## config.mk

```make
export PLATFORM = sky130hd
export DESIGN_NAME = tick_scheduler
export DESIGN_NICKNAME = d
export VERILOG_FILES = /design/src/rtl/tick_pkg.sv /design/src/rtl/tick_channel.sv /design/src/rtl/tick_scheduler.sv
export SDC_FILE = /design/constraint.sdc
export NUM_CORES = 1
export LEC_CHECK = 0
export ABC_AREA = 1
export CORE_UTILIZATION = 35
export DETAILED_ROUTE_END_ITERATION = 6
export PLACE_DENSITY = 0.6
export SYNTH_ARGS = -nofsm -noshare
export SYNTH_HDL_FRONTEND = slang
export SYNTH_SLANG_ARGS = --single-unit
```

## constraint.sdc

```tcl
create_clock -name clk -period 4.5 [get_ports clk]
set_input_delay 1.125 -clock clk [delete_from_list [all_inputs] [get_ports clk]]
set_output_delay 1.125 -clock clk [all_outputs]
set_load 0.02 [all_outputs]
```

## src/rtl/tick_pkg.sv

```systemverilog
// Shared types and defaults for the tick scheduler and its channels.
package tick_pkg;

  // Config port FSM: IDLE accepts a request, PENDING waits until it can be applied.
  typedef enum logic [0:0] {
    IDLE    = 1'b0,
    PENDING = 1'b1
  } cfg_state_t;

  localparam int NCH_DEFAULT = 4;
  localparam int PW_DEFAULT  = 16;

  // Channel-select width; a single channel still gets a one-bit select.
  function automatic int chan_sel_width(input int nch);
    return (nch > 1) ? $clog2(nch) : 1;
  endfunction

endpackage

```

## src/rtl/tick_channel.sv

```systemverilog
// One periodic tick channel: period register, interval counter and registered strobe.
module tick_channel
  import tick_pkg::*;
#(
  parameter int PW = PW_DEFAULT
) (
  input  logic          clk,
  input  logic          reset,
  input  logic          load,
  input  logic [PW-1:0] load_val,
  input  logic          sync,
  output logic          tick,
  output logic          active,
  output logic          wrap
);

  logic [PW-1:0] per_q, per_d;
  logic [PW-1:0] cnt_q, cnt_d;
  logic [PW-1:0] per_m1_s;
  logic          tick_q, tick_d;
  logic          active_q, active_d;

  // Wrap flag: the current cycle is the last one of an interval on an active channel.
  always_comb begin
    per_m1_s = {PW{1'b0}};
    if (active_q) begin
      per_m1_s = per_q - PW'(1'b1);
    end else begin
      per_m1_s = {PW{1'b0}};
    end
    wrap = active_q && (cnt_q == per_m1_s);
  end

  // Next state: sync restarts the interval, a load lands on a boundary, else count.
  always_comb begin
    per_d    = per_q;
    active_d = active_q;
    cnt_d    = cnt_q;
    tick_d   = 1'b0;
    if (sync) begin
      cnt_d  = {PW{1'b0}};
      tick_d = 1'b0;
    end else if (load) begin
      // A load on an active channel coincides with its wrap, so the old tick still fires.
      per_d    = load_val;
      active_d = (load_val != {PW{1'b0}});
      cnt_d    = {PW{1'b0}};
      tick_d   = wrap;
    end else if (active_q) begin
      if (wrap) begin
        cnt_d  = {PW{1'b0}};
        tick_d = 1'b1;
      end else begin
        cnt_d  = cnt_q + PW'(1'b1);
        tick_d = 1'b0;
      end
    end else begin
      cnt_d  = {PW{1'b0}};
      tick_d = 1'b0;
    end
  end

  // Channel state registers.
  always_ff @(posedge clk or negedge reset) begin
    if (!reset) begin
      per_q    <= {PW{1'b0}};
      cnt_q    <= {PW{1'b0}};
      tick_q   <= 1'b0;
      active_q <= 1'b0;
    end else begin
      per_q    <= per_d;
      cnt_q    <= cnt_d;
      tick_q   <= tick_d;
      active_q <= active_d;
    end
  end

  assign tick   = tick_q;
  assign active = active_q;

endmodule

```

## src/rtl/tick_scheduler.sv

```systemverilog
// NCH-channel clock-enable scheduler with a valid/ready period config port.
module tick_scheduler
  import tick_pkg::*;
#(
  parameter  int NCH = NCH_DEFAULT,
  parameter  int PW  = PW_DEFAULT,
  localparam int CW  = chan_sel_width(NCH)
) (
  input  logic           clk,
  input  logic           reset,
  input  logic           cfg_valid,
  output logic           cfg_ready,
  input  logic [CW-1:0]  cfg_ch,
  input  logic [PW-1:0]  cfg_period,
  input  logic           sync,
  output logic [NCH-1:0] tick,
  output logic [NCH-1:0] active
);

  cfg_state_t     state_q;
  logic           ready_q;
  logic [CW-1:0]  ch_q;
  logic [PW-1:0]  period_q;

  logic [NCH-1:0] load_s;
  logic [NCH-1:0] wrap_s;
  logic [NCH-1:0] active_s;
  logic           apply_s;
  logic           valid_ch_s;

  // Decode the pending target and decide whether its new period lands on this edge.
  always_comb begin
    load_s     = {NCH{1'b0}};
    apply_s    = 1'b0;
    valid_ch_s = 1'b0;
    for (int i = 0; i < NCH; i++) begin
      if (ch_q == CW'(i)) begin
        valid_ch_s = 1'b1;
        // Inactive targets take the update at once; active ones only at their wrap.
        if ((state_q == PENDING) && !sync && (!active_s[i] || wrap_s[i])) begin
          load_s[i] = 1'b1;
          apply_s   = 1'b1;
        end else begin
          load_s[i] = 1'b0;
        end
      end else begin
        load_s[i] = 1'b0;
      end
    end
  end

  // Config FSM: accept in IDLE, hold the request in PENDING until it is applied.
  always_ff @(posedge clk or negedge reset) begin
    if (!reset) begin
      state_q  <= IDLE;
      ready_q  <= 1'b1;
      ch_q     <= {CW{1'b0}};
      period_q <= {PW{1'b0}};
    end else begin
      case (state_q)
        IDLE: begin
          if (cfg_valid && ready_q) begin
            state_q  <= PENDING;
            ready_q  <= 1'b0;
            ch_q     <= cfg_ch;
            period_q <= cfg_period;
          end else begin
            state_q  <= IDLE;
            ready_q  <= 1'b1;
          end
        end
        PENDING: begin
          // An out-of-range channel is dropped after one cycle.
          if (!valid_ch_s || apply_s) begin
            state_q <= IDLE;
            ready_q <= 1'b1;
          end else begin
            state_q <= PENDING;
            ready_q <= 1'b0;
          end
        end
        default: begin
          state_q <= IDLE;
          ready_q <= 1'b1;
        end
      endcase
    end
  end

  for (genvar g = 0; g < NCH; g++) begin : g_ch
    tick_channel #(
      .PW(PW)
    ) u_ch (
      .clk      (clk),
      .reset    (reset),
      .load     (load_s[g]),
      .load_val (period_q),
      .sync     (sync),
      .tick     (tick[g]),
      .active   (active_s[g]),
      .wrap     (wrap_s[g])
    );
  end

  assign cfg_ready = ready_q;
  assign active    = active_s;

endmodule
```

==> flow_metrics.env <==
export IMPL_combPwrFrac=0.457
export IMPL_maxCapViolCount=0
export IMPL_ios=31
export IMPL_place_inst=1696
export IMPL_tightestPinTransition_ps=1030
export IMPL_skew_ps=10.5
export IMPL_min_period_ps=3350
export IMPL_cp_arrival_ps=2230
export IMPL_yosysSeqAreaShare=0.401
export IMPL_grt_setup_unrepaired="no"
export IMPL_grtUsageTotal=0.168
export IMPL_drt_wl_total_um=22700
export IMPL_drtIter0Drc=546
export IMPL_grt_pass1_vias=7565
export IMPL_finalSetupTns_ps=0
export IMPL_outcome="finished clean"
export IMPL_overflow=0
export IMPL_path_class="reg -> out"
export IMPL_p_per_area_nw_per_um2=630
export IMPL_crit_buf_inv=1
export IMPL_syn_area_per_cell_um2=7.34
export IMPL_hp_start="g_ch[3].u_ch.per_q[0]"
export IMPL_min_path_type="reg -> reg"
export IMPL_ys_ff_latch=156
export IMPL_syn_inst=1325
export IMPL_row_count=60
export IMPL_floorplan_initialDensity=0.359
export IMPL_die_w_um=169
export IMPL_internal_power_mw=3.71
export IMPL_regToRegSetupSlack_ps=1680
export IMPL_cp_slowest_cell="dfrtp_1"
export IMPL_cts_tree="done"
export IMPL_viasPerCell=4.80
export IMPL_path_cells="clkdlybuf4s50_1"
export IMPL_gp_congestion=0.850
export IMPL_die_h_um=169
export IMPL_relSlewSlack=0.315
export IMPL_clk_pin_slew_ps=60
export IMPL_port_buffers=30
export IMPL_cts_buffers=17
export IMPL_path_max_fanout=33
export IMPL_synth_cell_types=39
export IMPL_r2r_cells=13
export IMPL_final_cells=1728
export IMPL_post_route_period_util=0.745
export IMPL_crit_family="flip-flops"
export IMPL_finalSetupViolCount=0
export IMPL_switching_power_mw=3.14
export IMPL_root_buffer="clkbuf_16"
export IMPL_peakVddDrop_v=0.000285
export IMPL_clock_sinks=156
export IMPL_grt_pass1_wl_um=38000
export IMPL_drive_gt1_frac=0.103
export IMPL_post_cts_setup_buffer_count=0
export IMPL_firstDrtPassIters=5
export IMPL_max_freq_mhz=298
export IMPL_r2r_start="g_ch[2].u_ch.active"
export IMPL_hold_viol=0
export IMPL_holdBufCountCts=0
export IMPL_syn_area_um2=9730
export IMPL_ys_warn_count=0
export IMPL_whs_path_depth=2
export IMPL_drv_slew=0
export IMPL_area_growth_pct=11.7
export IMPL_clockPowerShare=0.213
export IMPL_num_vias=8298
export IMPL_min_to="g_ch[3].u_ch.per_q[0]"
export IMPL_wl_per_cell_um=13.2
export IMPL_worstReg2RegEnd="state_q"
export IMPL_syn_nets=1355
export IMPL_seqPwrFrac=0.330
export IMPL_hpwl_um=16700
export IMPL_antenna_found_initial=0
export IMPL_power_leakage_nw=4.91
export IMPL_worstSetupEndpointType="output port"
export IMPL_antennaDiodeCount=0
export IMPL_crit_path_max_incr_delay_ps=1020
export IMPL_clk_latency_ps=430
export IMPL_ant_nets=0
export IMPL_swShare=0.458
export IMPL_cts_path_max_buffers=2
export IMPL_die_area_um2=28500
export IMPL_core_um2=27100
export IMPL_cts_htree_levels=4
export IMPL_drc=0
export IMPL_grt_max_degree=74
export IMPL_final_nets=1373
export IMPL_post_cts_resized=0
export IMPL_setup_worst_path_start="g_ch[2].u_ch.active"
export IMPL_worstPathRequired_ps=3380
export IMPL_startpoint_type="flip-flop"
==> logic make-up (layout without fill, tap and decap cells) <==
kind of cell,Yosys count,after routing,share of synthesized area
AO/OA/AOI/OAI,133,133,0.0871
XOR/XNOR,31,31,0.0279
adder cells (fa/ha/maj),8,8,0.0103
buffers and inverters,208,239,0.0952
flip-flops,156,156,0.401
AND/OR/NAND/NOR,789,789,0.378
==> synthesized netlist by cell type <==
cell type,number,share of area
o21ai_4,1,0.0017
o21ai_1,39,0.020
o21bai_1,11,0.0085
inv_1,166,0.064
buf_4,9,0.0069
nand3_1,127,0.065
a211oi_1,7,0.0054
or2_2,3,0.0019
o21ai_2,31,0.028
nor2_4,9,0.010
nand3_2,5,0.0051
nor2_8,3,0.0062
nand4_1,65,0.042
nand2_4,9,0.010
buf_6,13,0.015
clkbuf_1,6,0.0023
xnor2_1,7,0.0063
nor2_2,14,0.0090
nor4_1,4,0.0026
nand3b_1,2,0.0015
dfrtp_1,155,0.40
buf_2,11,0.0057
a221oi_1,1,0.00090
o21ai_0,20,0.010
nor3b_1,3,0.0023
and2_1,3,0.0019
nand2_2,23,0.015
clkinv_1,2,0.00077
nor3_2,1,0.0010
a31oi_1,4,0.0026
nor3_1,28,0.014
xor2_1,24,0.022
a21oi_1,19,0.0098
dfstp_2,1,0.0027
buf_1,1,0.00039
or2_1,2,0.0013
nor2_1,175,0.068
ha_1,8,0.010
nand2_1,313,0.12
==> layer usage <==
layer	routed length [um]	up-vias	global-route usage
met2	10200	119	0.269
met3	683	26	0.0264
li1	-	4313	-
met5	0	-	0
met1	11400	3840	0.234
met4	361	0	0.0498
==> power groups by stage <==
stage               sequential [mW]  combinational (mW)  clock, mW
global route                   2.33                3.57       1.54
finish                         2.26                3.13       1.46
floorplan                      2.14                2.58          0
global placement               2.27                3.09          0
detailed placement             2.28                3.15          0
CTS                            2.26                3.16       1.48
==> layout make-up <==
class | instances | area, um2
fill | 2763 | 16200
multi-input combinational | 961 | 4900
clock inverter | 12 | 140
clock buffer | 20 | 447
tap | 372 | 465
sequential | 156 | 3910
timing repair buffer | 39 | 382
inverter | 168 | 631
==> placed cells by master (no fill, tap or decap), drive strengths merged, types with 5 or more instances in the layout <==
| cell | instances |
|---|---|
| nand2 | 345 |
| nor2 | 201 |
| inv | 168 |
| dfrtp | 155 |
| nand3 | 132 |
| o21ai | 91 |
| nand4 | 65 |
| clkdlybuf4s50 | 29 |
| nor3 | 29 |
| xor2 | 24 |
| clkbuf | 20 |
| a21oi | 19 |
| o21bai | 11 |
| buf | 10 |
| ha | 8 |
| xnor2 | 7 |
| a211oi | 7 |
| clkinv | 7 |
| or2 | 5 |
==> through the flow <==
stage	cell area [um2]	power (mW)	util	hold WS, ps	worst slack (ps)
2_1_floorplan	9730	4.72	-	455	2350
3_5_place_dp	10300	5.42	0.379	476	1450
3_3_place_gp	10300	5.35	0.379	472	1470
6_report	10900	6.85	0.401	487	1150
5_1_grt	10900	7.43	0.401	522	1010
4_1_cts	10900	6.91	0.401	492	1120
==> sequential cells by signal (all words and copies together), names as in the netlist <==
signal / cells
cfg_ready: 1
ch_q: 2
g_ch.u_ch.active: 4
g_ch.u_ch.cnt_q: 64
g_ch.u_ch.per_q: 64
g_ch.u_ch.tick: 4
period_q: 16
state_q: 1
==> worst max path at each step <==
stage                           to  cells after the start
6_report                 active[2]                      1
5_1_grt                  active[2]                      1
4_1_cts                  active[2]                      1
3_5_place_dp           period_q[8]                      5
3_3_place_gp           period_q[8]                      5
2_1_floorplan  g_ch[1].u_ch.active                     16
No activity file was read; power rests on OpenSTA's default activity.
